--- src/rtl/m68k_bus_ctrl_if.sv ---
// rtl/m68k_bus_ctrl_if.sv - 68000 bus signal bundle between the CPU side and the bus controller
interface m68k_bus_ctrl_if;
  logic [7:0] addr;
  logic       _as, _ds, rw, fc0, fc1;
  logic [1:0] din;
  logic       _ceram, _cerom, _oe, _rd, wr;
  logic       _dtack, _vpa, _ipl2, _ipl1, _ipl0, _berr;

  modport master (
    output addr, _as, _ds, rw, fc0, fc1, din,
    input  _ceram, _cerom, _oe, _rd, wr, _dtack, _vpa, _ipl2, _ipl1, _ipl0, _berr
  );

  modport slave (
    input  addr, _as, _ds, rw, fc0, fc1, din,
    output _ceram, _cerom, _oe, _rd, wr, _dtack, _vpa, _ipl2, _ipl1, _ipl0, _berr
  );
endinterface

--- src/rtl/m68k_bus_ctrl.sv ---
// rtl/m68k_bus_ctrl.sv - 68000 glue: decode, wait-state DTACK, autovectored timer IRQ, reset debounce
// Optional bus-timeout / _berr generation enabled by defining BUS_ERROR_EN.
module m68k_bus_ctrl #(
  parameter int unsigned ROM_WAIT    = 2,
  parameter int unsigned RAM_WAIT    = 0,
  parameter int unsigned IO_WAIT     = 3,
  parameter int unsigned TIMER_DIV   = 32768,
  parameter int unsigned TIMER_IPL   = 6,
  parameter int unsigned DEB_BITS    = 16,
  parameter int unsigned BERR_CYCLES = 64
) (
  input  logic           clk,
  input  logic           reset,
  m68k_bus_ctrl_if.slave bus,
  input  logic           button,
  output logic           _cpu_reset,
  output logic           status_led
);
  localparam int unsigned      PRE_W      = $clog2(TIMER_DIV);
  localparam logic [PRE_W-1:0] PRE_LAST   = PRE_W'(TIMER_DIV - 1);
  localparam logic [2:0]       IPL_ACTIVE = ~3'(TIMER_IPL);

  typedef enum logic [1:0] {IDLE, WAIT, ACK} state_t;

  state_t           state;
  logic [3:0]       wait_cnt, wait_cycles;
  logic             dtack, vpa, led, timer_en, pending, pending_next;
  logic [PRE_W-1:0] prescaler;
  logic [2:0]       ipl_n;
  logic             iack, cycle, rom_sel, ram_sel, dev_sel, ctrl_wr;
  logic             start, iack_take, enter_ack, ctrl_latch, tick, timer_off;
  logic             berr_hit, bus_free;
  logic [DEB_BITS-1:0] deb_cnt;
  logic             deb;

  assign iack    = bus.fc0 & bus.fc1;
  assign cycle   = ~bus._as & ~iack;
  assign rom_sel = bus.addr < 8'h78;
  assign ram_sel = bus.addr[7];
  assign dev_sel = ~rom_sel & ~ram_sel;
  assign ctrl_wr = cycle & dev_sel & (bus.addr[2:1] == 2'b11) & ~bus.rw & ~bus._ds;

  assign bus._cerom = ~(cycle & rom_sel);
  assign bus._ceram = ~(cycle & ram_sel);
  assign bus._rd    = ~(cycle & dev_sel & (bus.addr[2:1] == 2'b00) & bus.rw);
  assign bus.wr     = cycle & dev_sel & (bus.addr[2:1] == 2'b01) & ~bus.rw & ~bus._ds;
  assign bus._oe    = ~bus.rw;

  assign wait_cycles = rom_sel ? 4'(ROM_WAIT) : (ram_sel ? 4'(RAM_WAIT) : 4'(IO_WAIT));

  assign start      = (state == IDLE) & bus_free & cycle;
  assign iack_take  = (state == IDLE) & bus_free & ~bus._as & iack;
  assign enter_ack  = (start & (wait_cycles == 4'd0)) |
                      ((state == WAIT) & ~bus._as & ~berr_hit & (wait_cnt == 4'd0));
  assign ctrl_latch = enter_ack & ctrl_wr;
  assign tick       = timer_en & (prescaler == PRE_LAST);
  assign timer_off  = ctrl_latch & ~bus.din[1];

  // A tick on the same edge as the acknowledge re-arms, so no interrupt is lost.
  always_comb begin
    pending_next = pending;
    if (timer_off)      pending_next = 1'b0;
    else if (tick)      pending_next = 1'b1;
    else if (iack_take) pending_next = 1'b0;
  end

  always_ff @(posedge clk or posedge reset) begin
    if (reset) begin
      state     <= IDLE;
      wait_cnt  <= 4'd0;
      dtack     <= 1'b1;
      vpa       <= 1'b1;
      led       <= 1'b0;
      timer_en  <= 1'b0;
      pending   <= 1'b0;
      prescaler <= '0;
      ipl_n     <= 3'b111;
    end else begin
      case (state)
        IDLE: begin
          if (iack_take) begin
            state <= ACK;
            vpa   <= 1'b0;
          end else if (start) begin
            if (wait_cycles == 4'd0) begin
              state <= ACK;
              dtack <= 1'b0;
            end else begin
              state    <= WAIT;
              wait_cnt <= wait_cycles - 4'd1;
            end
          end
        end
        WAIT: begin
          if (bus._as || berr_hit) begin
            state <= IDLE;
          end else if (wait_cnt == 4'd0) begin
            state <= ACK;
            dtack <= 1'b0;
          end else begin
            wait_cnt <= wait_cnt - 4'd1;
          end
        end
        ACK: begin
          if (bus._as || berr_hit) begin
            state <= IDLE;
            dtack <= 1'b1;
            vpa   <= 1'b1;
          end
        end
        default: state <= IDLE;
      endcase

      if (ctrl_latch) begin
        led      <= bus.din[0];
        timer_en <= bus.din[1];
      end
      if (timer_off)     prescaler <= '0;
      else if (timer_en) prescaler <= tick ? '0 : prescaler + PRE_W'(1);
      pending <= pending_next;
      ipl_n   <= pending_next ? IPL_ACTIVE : 3'b111;
    end
  end

`ifdef BUS_ERROR_EN
  localparam int unsigned BERR_W = $clog2(BERR_CYCLES + 1);
  logic [BERR_W-1:0] berr_cnt;
  logic              berr_n;

  // Any strobe held this long without release is treated as a dead cycle.
  assign berr_hit = ~bus._as & berr_n & (berr_cnt == BERR_W'(BERR_CYCLES - 1));
  assign bus_free = berr_n & ~berr_hit;

  always_ff @(posedge clk or posedge reset) begin
    if (reset) begin
      berr_cnt <= '0;
      berr_n   <= 1'b1;
    end else if (bus._as) begin
      berr_cnt <= '0;
      berr_n   <= 1'b1;
    end else if (berr_n) begin
      berr_cnt <= berr_cnt + BERR_W'(1);
      if (berr_hit) berr_n <= 1'b0;
    end
  end
  assign bus._berr = berr_n;
`else
  assign berr_hit  = 1'b0;
  assign bus_free  = 1'b1;
  assign bus._berr = 1'b1;
`endif

  // Button is only looked at once per sample period, which swallows contact bounce.
  always_ff @(posedge clk or posedge reset) begin
    if (reset) begin
      deb_cnt <= '0;
      deb     <= 1'b0;
    end else begin
      deb_cnt <= deb_cnt + DEB_BITS'(1);
      if (&deb_cnt) deb <= button;
    end
  end

  assign _cpu_reset = deb;
  assign status_led = led;
  assign bus._dtack = dtack;
  assign bus._vpa   = vpa;
  assign {bus._ipl2, bus._ipl1, bus._ipl0} = ipl_n;
endmodule

--- src/flat_wrapper.sv ---
// flat-port wrapper written by rule: the top's interface ports become plain ports
module m68k_bus_ctrl_flat 
#(
  parameter int unsigned ROM_WAIT    = 2,
  parameter int unsigned RAM_WAIT    = 0,
  parameter int unsigned IO_WAIT     = 3,
  parameter int unsigned TIMER_DIV   = 32768,
  parameter int unsigned TIMER_IPL   = 6,
  parameter int unsigned DEB_BITS    = 16,
  parameter int unsigned BERR_CYCLES = 64
)
  (clk, reset, button, _cpu_reset, status_led, bus_addr, bus__as, bus__ds, bus_rw, bus_fc0, bus_fc1, bus_din, bus__ceram, bus__cerom, bus__oe, bus__rd, bus_wr, bus__dtack, bus__vpa, bus__ipl2, bus__ipl1, bus__ipl0, bus__berr);
  m68k_bus_ctrl_if bus_i ();
  input  logic clk;
  input  logic reset;
  input  logic button;
  output logic _cpu_reset;
  output logic status_led;
  input wire logic [$bits(bus_i.addr)-1:0] bus_addr;
  input wire logic [$bits(bus_i._as)-1:0] bus__as;
  input wire logic [$bits(bus_i._ds)-1:0] bus__ds;
  input wire logic [$bits(bus_i.rw)-1:0] bus_rw;
  input wire logic [$bits(bus_i.fc0)-1:0] bus_fc0;
  input wire logic [$bits(bus_i.fc1)-1:0] bus_fc1;
  input wire logic [$bits(bus_i.din)-1:0] bus_din;
  output wire logic [$bits(bus_i._ceram)-1:0] bus__ceram;
  output wire logic [$bits(bus_i._cerom)-1:0] bus__cerom;
  output wire logic [$bits(bus_i._oe)-1:0] bus__oe;
  output wire logic [$bits(bus_i._rd)-1:0] bus__rd;
  output wire logic [$bits(bus_i.wr)-1:0] bus_wr;
  output wire logic [$bits(bus_i._dtack)-1:0] bus__dtack;
  output wire logic [$bits(bus_i._vpa)-1:0] bus__vpa;
  output wire logic [$bits(bus_i._ipl2)-1:0] bus__ipl2;
  output wire logic [$bits(bus_i._ipl1)-1:0] bus__ipl1;
  output wire logic [$bits(bus_i._ipl0)-1:0] bus__ipl0;
  output wire logic [$bits(bus_i._berr)-1:0] bus__berr;
  assign bus_i.addr = bus_addr;
  assign bus_i._as = bus__as;
  assign bus_i._ds = bus__ds;
  assign bus_i.rw = bus_rw;
  assign bus_i.fc0 = bus_fc0;
  assign bus_i.fc1 = bus_fc1;
  assign bus_i.din = bus_din;
  assign bus__ceram = bus_i._ceram;
  assign bus__cerom = bus_i._cerom;
  assign bus__oe = bus_i._oe;
  assign bus__rd = bus_i._rd;
  assign bus_wr = bus_i.wr;
  assign bus__dtack = bus_i._dtack;
  assign bus__vpa = bus_i._vpa;
  assign bus__ipl2 = bus_i._ipl2;
  assign bus__ipl1 = bus_i._ipl1;
  assign bus__ipl0 = bus_i._ipl0;
  assign bus__berr = bus_i._berr;
  m68k_bus_ctrl #(.ROM_WAIT(ROM_WAIT), .RAM_WAIT(RAM_WAIT), .IO_WAIT(IO_WAIT), .TIMER_DIV(TIMER_DIV), .TIMER_IPL(TIMER_IPL), .DEB_BITS(DEB_BITS), .BERR_CYCLES(BERR_CYCLES)) u_core (.clk(clk), .reset(reset), .bus(bus_i), .button(button), ._cpu_reset(_cpu_reset), .status_led(status_led));
endmodule
--- config.mk ---
export PLATFORM = sky130hd
export DESIGN_NAME = m68k_bus_ctrl_flat
export DESIGN_NICKNAME = d
export VERILOG_FILES = /design/src/rtl/m68k_bus_ctrl_if.sv /design/src/rtl/m68k_bus_ctrl.sv /design/src/flat_wrapper.sv
export SDC_FILE = /design/constraint.sdc
export NUM_CORES = 1
export LEC_CHECK = 0
export CORE_AREA = 2 2 70 72
export DETAILED_ROUTE_END_ITERATION = 6
export DIE_AREA = 0 0 72 74
export PLACE_DENSITY = 0.72
export SYNTH_ARGS = -nofsm -noshare
export SYNTH_HDL_FRONTEND = slang
export SYNTH_SLANG_ARGS = --single-unit
--- constraint.sdc ---
create_clock -name clk -period 2.05 [get_ports clk]
set_input_delay 0.3075 -clock clk [delete_from_list [all_inputs] [get_ports clk]]
set_output_delay 0.3075 -clock clk [all_outputs]
set_load 0.005 [all_outputs]
==> reports/metrics.yaml, run 1 <==
drt_first_pass_iters: 5
mostFrequentLayoutCells: "dfrtp_1 (41), nor2_1 (22), nand2_1 (22), clkdlybuf4s50_1 (21), buf_4 (17)"
viasPerCell: 5.460
worst_clock_skew_ps: 8.173
die_width_um: 72
startpoint_type: "primary input"
path_max_fanout: 5
synth_edf_count: 0
slowest_stage: "clkdlybuf4s50_1"
timing.max_cap.violations: 0
synthCells: 222
worst_ep_arrival_time_ps: 1650
rows: 25
routedWlPerCell_um: 13.06
hpwlAfterDp_um: 3053
post-route-drc-count: 0
core_area_mm2: 0.004598
power_per_cell_area_mw_per_mm2: 812.6
cp.required_ps: 1740
worst_hold_slack_ps: 190.4
grt_use_total_pct: 18.04
finish.utilization_pct: 60.44
setup_slack_ps: 97.37
worst_path_dominant_cell_family: "buffers and inverters"
setup_bufs_post_cts: 0
io_buffers: 27
cts-root-to-sink-buffers: 2
total_leakage_power_nw: 1.185
clk_latency_ps: 300
postSynth.asyncResetShare_pct: 100.0
fin_total_pwr_mw: 2.258
initial_detailed_routing_violation_count: 129
post_synth.cell_area_avg_um2: 9.998
hold_violations: 0
outcome: "completed"
postSynthRegisterBits: 44
clock-sinks: 44
diodes: 0
start_util_pct: 48.27
yosysWarningCount: 0
fp.dieArea_mm2: 0.005328
final.min_clock_period_ps: 1953
final_common_cell: "dfrtp_1"
routed_wirelength_um: 4205
timing_worst_setup_path_type: "in2out"
place_worst_setup_slack_ps: -403.8
hold_path.class: "in2async"
vias: 1758
clk_pin_slew_ps: 70
max_slew_vio_count: 0
antenna_found_initial: 0
ctsHtreeMaxLevel: 2
place_congestion: 0.8141
crit_buf_inv: 3
peakVddDrop_uv: 565.7
fmaxAchievable_mhz: 512.1
unrepaired_setup_endpoints_after_global_routing: "no"
cts_inserted_buffers: 5
grt_pass1_wl_um: 7376
nets: 288
synth.yosys.seq_area_share_pct: 49.77
area_growth_syn_to_layout_pct: 25.20
synthesized_cell_area_mm2: 0.002220
longest_individual_stage_delay_on_the_worst_path_ps: 500
grt_start_max_net_pins: 43
min_period_over_period_pct: 95.25
layout_cells_sized_above_1_pct: 16.79
cts-root-buf: "clkbuf_8"
critical-path-top-cell-by-count: "clkdlybuf4s50_1"
cp-end-kind: "output port"
ios: 31
setup_violations: 0
grt.overflow.total: 0
drt.antenna.violating_nets: 0
critical_path.cell_chain: "clkdlybuf4s50_1, buf_4, nand2_1, nand3b_1, clkdlybuf4s50_1"
first_global_vias: 1690
tritoncts_clock_tree: "built"
die_h_um: 74
ys_types: 42
post_synth_top_flop: "dfrtp_1"
Yosys cell counts, drive strengths merged, types with 4 or more instances:
cell / number / area [um^2]
mux2: 4 / 45.04
a211oi: 7 / 52.55
a21oi: 11 / 55.05
xnor2: 15 / 131.4
xor2: 8 / 70.07
nor2: 22 / 82.58
and3: 5 / 31.28
nand3: 9 / 45.04
clkbuf: 4 / 15.01
dfrtp: 41 / 1026
nand2: 22 / 82.58
nor3: 8 / 40.04
inv: 5 / 18.77
nand4: 13 / 87.58
a31oi: 4 / 25.02
buf: 5 / 38.78
nor4: 7 / 65.06
where the power goes:
group / total, mW / switching, mW / leakage (nW) / internal [mW]
logic: 0.592 / 0.320 / 0.633 / 0.272
registers: 1.11 / 0.127 / 0.507 / 0.982
clock network: 0.557 / 0.284 / 0.0445 / 0.274
total: 2.26 / 0.731 / 1.18 / 1.53
flip-flops by register name (all words and copies together) (netlist names), 2 cells and up:
signal and count:
u_core.prescaler 15, u_core.state 2, u_core.deb_cnt 16, u_core.wait_cnt 4
worst register-to-register path, cell delays in order (launching register included):
cell,delay [ps]
dfrtp_1,410
nor4_2,340
mux2i_1,210
nor3_2,260
mux2_2,360
layer usage:
layer | track usage [%] | wire (um) | vias up
met2 | 30.25 | 2059 | 28
met3 | 4.878 | 127 | 4
met1 | 22.54 | 1969 | 847
met5 | 0 | 0 | -
met4 | 6.918 | 49 | 0
li1 | - | - | 879
cell type report:
class | instances | area [um^2]
clock buffers | 7 | 86.33
clock inverters | 1 | 7.507
fillers | 383 | 1819
inverters | 6 | 22.52
multi-input cells | 164 | 1052
flip-flops and latches | 44 | 1105
well taps | 54 | 67.56
repair buffers | 46 | 437.9
final timing paths:
check | startpoint | to | slack (ps) | cells past startpoint
worst max-delay path | bus_fc1 | bus__ceram | 100 | 5
worst min-delay path | reset | u_core.deb_cnt[8] | 190 | 2
worst max register to register | u_core.wait_cnt[0] | u_core.status_led | 360 | 4
worst min register to register | u_core.deb_cnt[0] | u_core.deb_cnt[0] | 470 | 1
max in group asynchronous | reset | u_core.ipl_n[1] | 1370 | 3
min in group clk | u_core.deb_cnt[0] | u_core.deb_cnt[0] | 470 | 1
per-stage QoR:
| step | setup TNS (ps) | instances | cell area (um^2) |
|---|---|---|---|
| 2_1_floorplan | 0 | 223 | 2223 |
| 3_3_place_gp | -3746 | 314 | 2675 |
| 3_5_place_dp | -3951 | 314 | 2675 |
| 4_1_cts | 0 | 322 | 2771 |
| 5_1_grt | 0 | 322 | 2779 |
| 6_report | 0 | 322 | 2779 |
timing repair:
action	CTS	global route
hold buffers	0	0
pin swaps	0	3
resized for setup	8	3
endpoints found under the hold margin	0	0
setup endpoints to repair	4	3
cell families after synthesis:
kind of cell | Yosys count | share of synthesized area [%]
xor gates and xnor gates | 23 | 9.076
other | 1 | 0.1689
adders and majority gates | 3 | 1.691
buffers and inverters | 15 | 3.438
muxes | 6 | 2.931
DFF | 44 | 49.77
and+or+nand+nor | 98 | 23.45
AOI/OAI and AO/OA | 32 | 9.470
Power figures use the tool's default switching activity.
==> inputs of run 2 (changes only) <==
--- a/config.mk
+++ b/config.mk
@@ -8,7 +8,7 @@
 export CORE_AREA = 2 2 70 72
 export DETAILED_ROUTE_END_ITERATION = 6
 export DIE_AREA = 0 0 72 74
-export PLACE_DENSITY = 0.72
+export PLACE_DENSITY_LB_ADDON = 0.3
 export SYNTH_ARGS = -nofsm -noshare
 export SYNTH_HDL_FRONTEND = slang
 export SYNTH_SLANG_ARGS = --single-unit
==> reports/metrics.yaml, run 2 (synthesis gave the netlist of run 1 again) <==
place_worst_setup_slack_ps: -412.2  # was -403.8 ps
r2r-end: "u_core.ipl_n[1]"  # was u_core.status_led
routedWlPerCell_um: 12.55  # was 13.06 um
drt_first_pass_iters: 4  # was 5
clock-sinks: 44  # unchanged
post-route-drc-count: 0  # unchanged
hold_path.class: "in2async"  # unchanged
cp.required_ps: 1740  # about the same
grt.overflow.total: 0  # unchanged
critical_path.cell_chain: "clkdlybuf4s50_1, or3b_1, or3_4, nor3_2, buf_2"  # was clkdlybuf4s50_1, buf_4, nand2_1, nand3b_1, clkdlybuf4s50_1
nets: 288  # unchanged
largest-register: "u_core.deb_cnt"  # unchanged
longest_individual_stage_delay_on_the_worst_path_ps: 480  # was 500 ps
vias: 1693  # was 1,758
total_leakage_power_nw: 1.164  # was 1.185 nW
detailed_place.area_mm2: 0.002675  # unchanged
timing.max_cap.violations: 0  # unchanged
antenna_found_initial: 0  # unchanged
grt_start_max_net_pins: 45  # was 43
hpwlAfterDp_um: 2938  # was 3053 um
path_max_fanout: 2  # was 5
start_util_pct: 48.27  # unchanged
worst_clock_skew_ps: 8.644  # was 8.173 ps
max_slew_vio_count: 0  # unchanged
worst_setup_path_endpoint: "bus_wr"  # was bus__ceram
cts-root-buf: "clkbuf_8"  # unchanged
reg2reg_depth: 6  # was 4
drt.antenna.violating_nets: 0  # unchanged
first_global_vias: 1700  # was 1,690
initial_detailed_routing_violation_count: 90  # was 129
startpoint_type: "primary input"  # unchanged
timing_worst_setup_path_type: "in2out"  # unchanged
worst_hold_slack_ps: 336.8  # was 190.4 ps
startpoint: "bus_addr[1]"  # was bus_fc1
ctsHtreeMaxLevel: 2  # unchanged
worst_ep_arrival_time_ps: 1690  # was 1650 ps
final_common_cell: "dfrtp_1"  # unchanged
diodes: 0  # unchanged
placed_cells: 314  # unchanged
layout_cells_sized_above_1_pct: 17.16  # was 16.79%
cts_hold_repair.buffers: 0  # unchanged
largest_reg_flops: 16  # unchanged
slowest_stage: "clkdlybuf4s50_1"  # unchanged
r2r-start: "u_core.prescaler[0]"  # was u_core.wait_cnt[0]
io_buffers: 27  # unchanged
place_congestion: 0.8264  # was 0.8141
clk_pin_slew_ps: 90  # was 70 ps
die_h_um: 74  # unchanged
rrSetupSlack_ps: 300  # was 360 ps
routed_wirelength_um: 4041  # was 4205 um
outcome: "completed"  # unchanged
fp.dieArea_mm2: 0.005328  # unchanged
path_length_in_cells_of_the_critical_path: 5  # unchanged
setup_slack_ps: 52.88  # was 97.37 ps
die_width_um: 72  # unchanged
unrepaired_setup_endpoints_after_global_routing: "yes"  # was no
area_growth_syn_to_layout_pct: 25.25  # was 25.20%
setup_violations: 0  # unchanged
worst_path_dominant_cell_family: "simple AND/OR/NAND/NOR gates"  # was buffers and inverters
finalSetupTns_ps: 0  # unchanged
final_cells: 322  # unchanged
rows: 25  # unchanged
crit_buf_inv: 2  # was 3
cp-end-kind: "output port"  # unchanged
fillerInstances: 391  # was 383
final_cell_area_mm2: 0.002780  # was 0.002779 mm^2
grt_pass1_wl_um: 7300  # was 7376 um
final.min_clock_period_ps: 1997  # was 1953 ps
cts_inserted_buffers: 5  # unchanged
min_period_over_period_pct: 97.42  # was 95.25%
clk_latency_ps: 300  # about the same
core_area_mm2: 0.004598  # unchanged
cts-root-to-sink-buffers: 2  # unchanged
viasPerCell: 5.258  # was 5.460
peakVddDrop_uv: 615.8  # was 565.7 uV
ios: 31  # unchanged
power_per_cell_area_mw_per_mm2: 808.7  # was 812.6 mW/mm^2
fmaxAchievable_mhz: 500.7  # was 512.1 MHz
layout_top_registers: "u_core.deb_cnt (16), u_core.prescaler (15), u_core.wait_cnt (4)"  # unchanged
tritoncts_clock_tree: "built"  # unchanged
grt_use_total_pct: 17.52  # was 18.04%
setup_bufs_post_cts: 0  # unchanged
hold_violations: 0  # unchanged
mostFrequentLayoutCells: "dfrtp_1 (41), clkdlybuf4s50_1 (24), nor2_1 (22), nand2_1 (22), buf_4 (16)"  # was dfrtp_1 (41), nor2_1 (22), nand2_1 (22), clkdlybuf4s50_1 (21), buf_4 (17)
## run 2: cell types whose count changed in the layout (fill, tap and decap cells not counted), sizes merged
cell           before  now
clkdlybuf4s50      21   24
dlymetal6s2s        3    0
clkinv              2    3
clkbuf              7    5
clkinvlp            1    2
## run 2: how the worst min path moves through the flow
| stage | from | endpoint | slack (ps) | cells past startpoint |
|---|---|---|---|---|
| floorplan | u_core.deb_cnt[0] | u_core.deb_cnt[0] | 440 | 1 |
| global placement | u_core.deb_cnt[13] | u_core.deb_cnt[13] | 450 | 1 |
| detailed placement | u_core.deb_cnt[13] | u_core.deb_cnt[13] | 460 | 1 |
| CTS | reset | u_core.deb_cnt[6] | 340 | 3 |
| global route | reset | u_core.deb_cnt[6] | 400 | 3 |
| finish | reset | u_core.deb_cnt[6] | 340 | 3 |
## run 2: routing by layer
metal	up-vias	track usage, %	share of wire, %
met2	15	29.01	49
met5	-	0	0
met1	795	22.27	47
li1	875	-	-
met4	0	7.547	1.5
met3	8	4.065	2.7
## run 2: tightest hold or removal path, delay by kind of cell
| family | cells | cell delay, ps |
|---|---|---|
| buffers and inverters | 3 | 710 |
## run 2: cell type report
class / instances / area (um^2) / area share, %
sequential: 44 / 1105 / 39.74
multi-input combinational: 164 / 1059 / 38.07
timing repair buffer: 46 / 434.2 / 15.62
clock buffer: 5 / 68.82 / 2.475
tap: 54 / 67.56 / 2.430
clock inverter: 3 / 23.77 / 0.8551
inverter: 6 / 22.52 / 0.8101
## run 2: what timing repair did
item	in CTS	in global routing
setup endpoints to repair	4	2
resized for setup	9	1
pin swaps	0	1
## run 2: where the power goes
| part | internal [mW] | switching, mW | total (mW) |
|---|---|---|---|
| clock network | 0.241 | 0.309 | 0.550 |
| registers | 0.982 | 0.126 | 1.11 |
| logic | 0.277 | 0.313 | 0.590 |
## run 2: per-stage QoR
step	power, mW	util, %
after floorplan	1.530	-
after global placement	1.708	58.18
after detailed placement	1.714	58.18
after CTS	2.280	60.33
after global routing	2.408	60.46
final	2.248	60.46
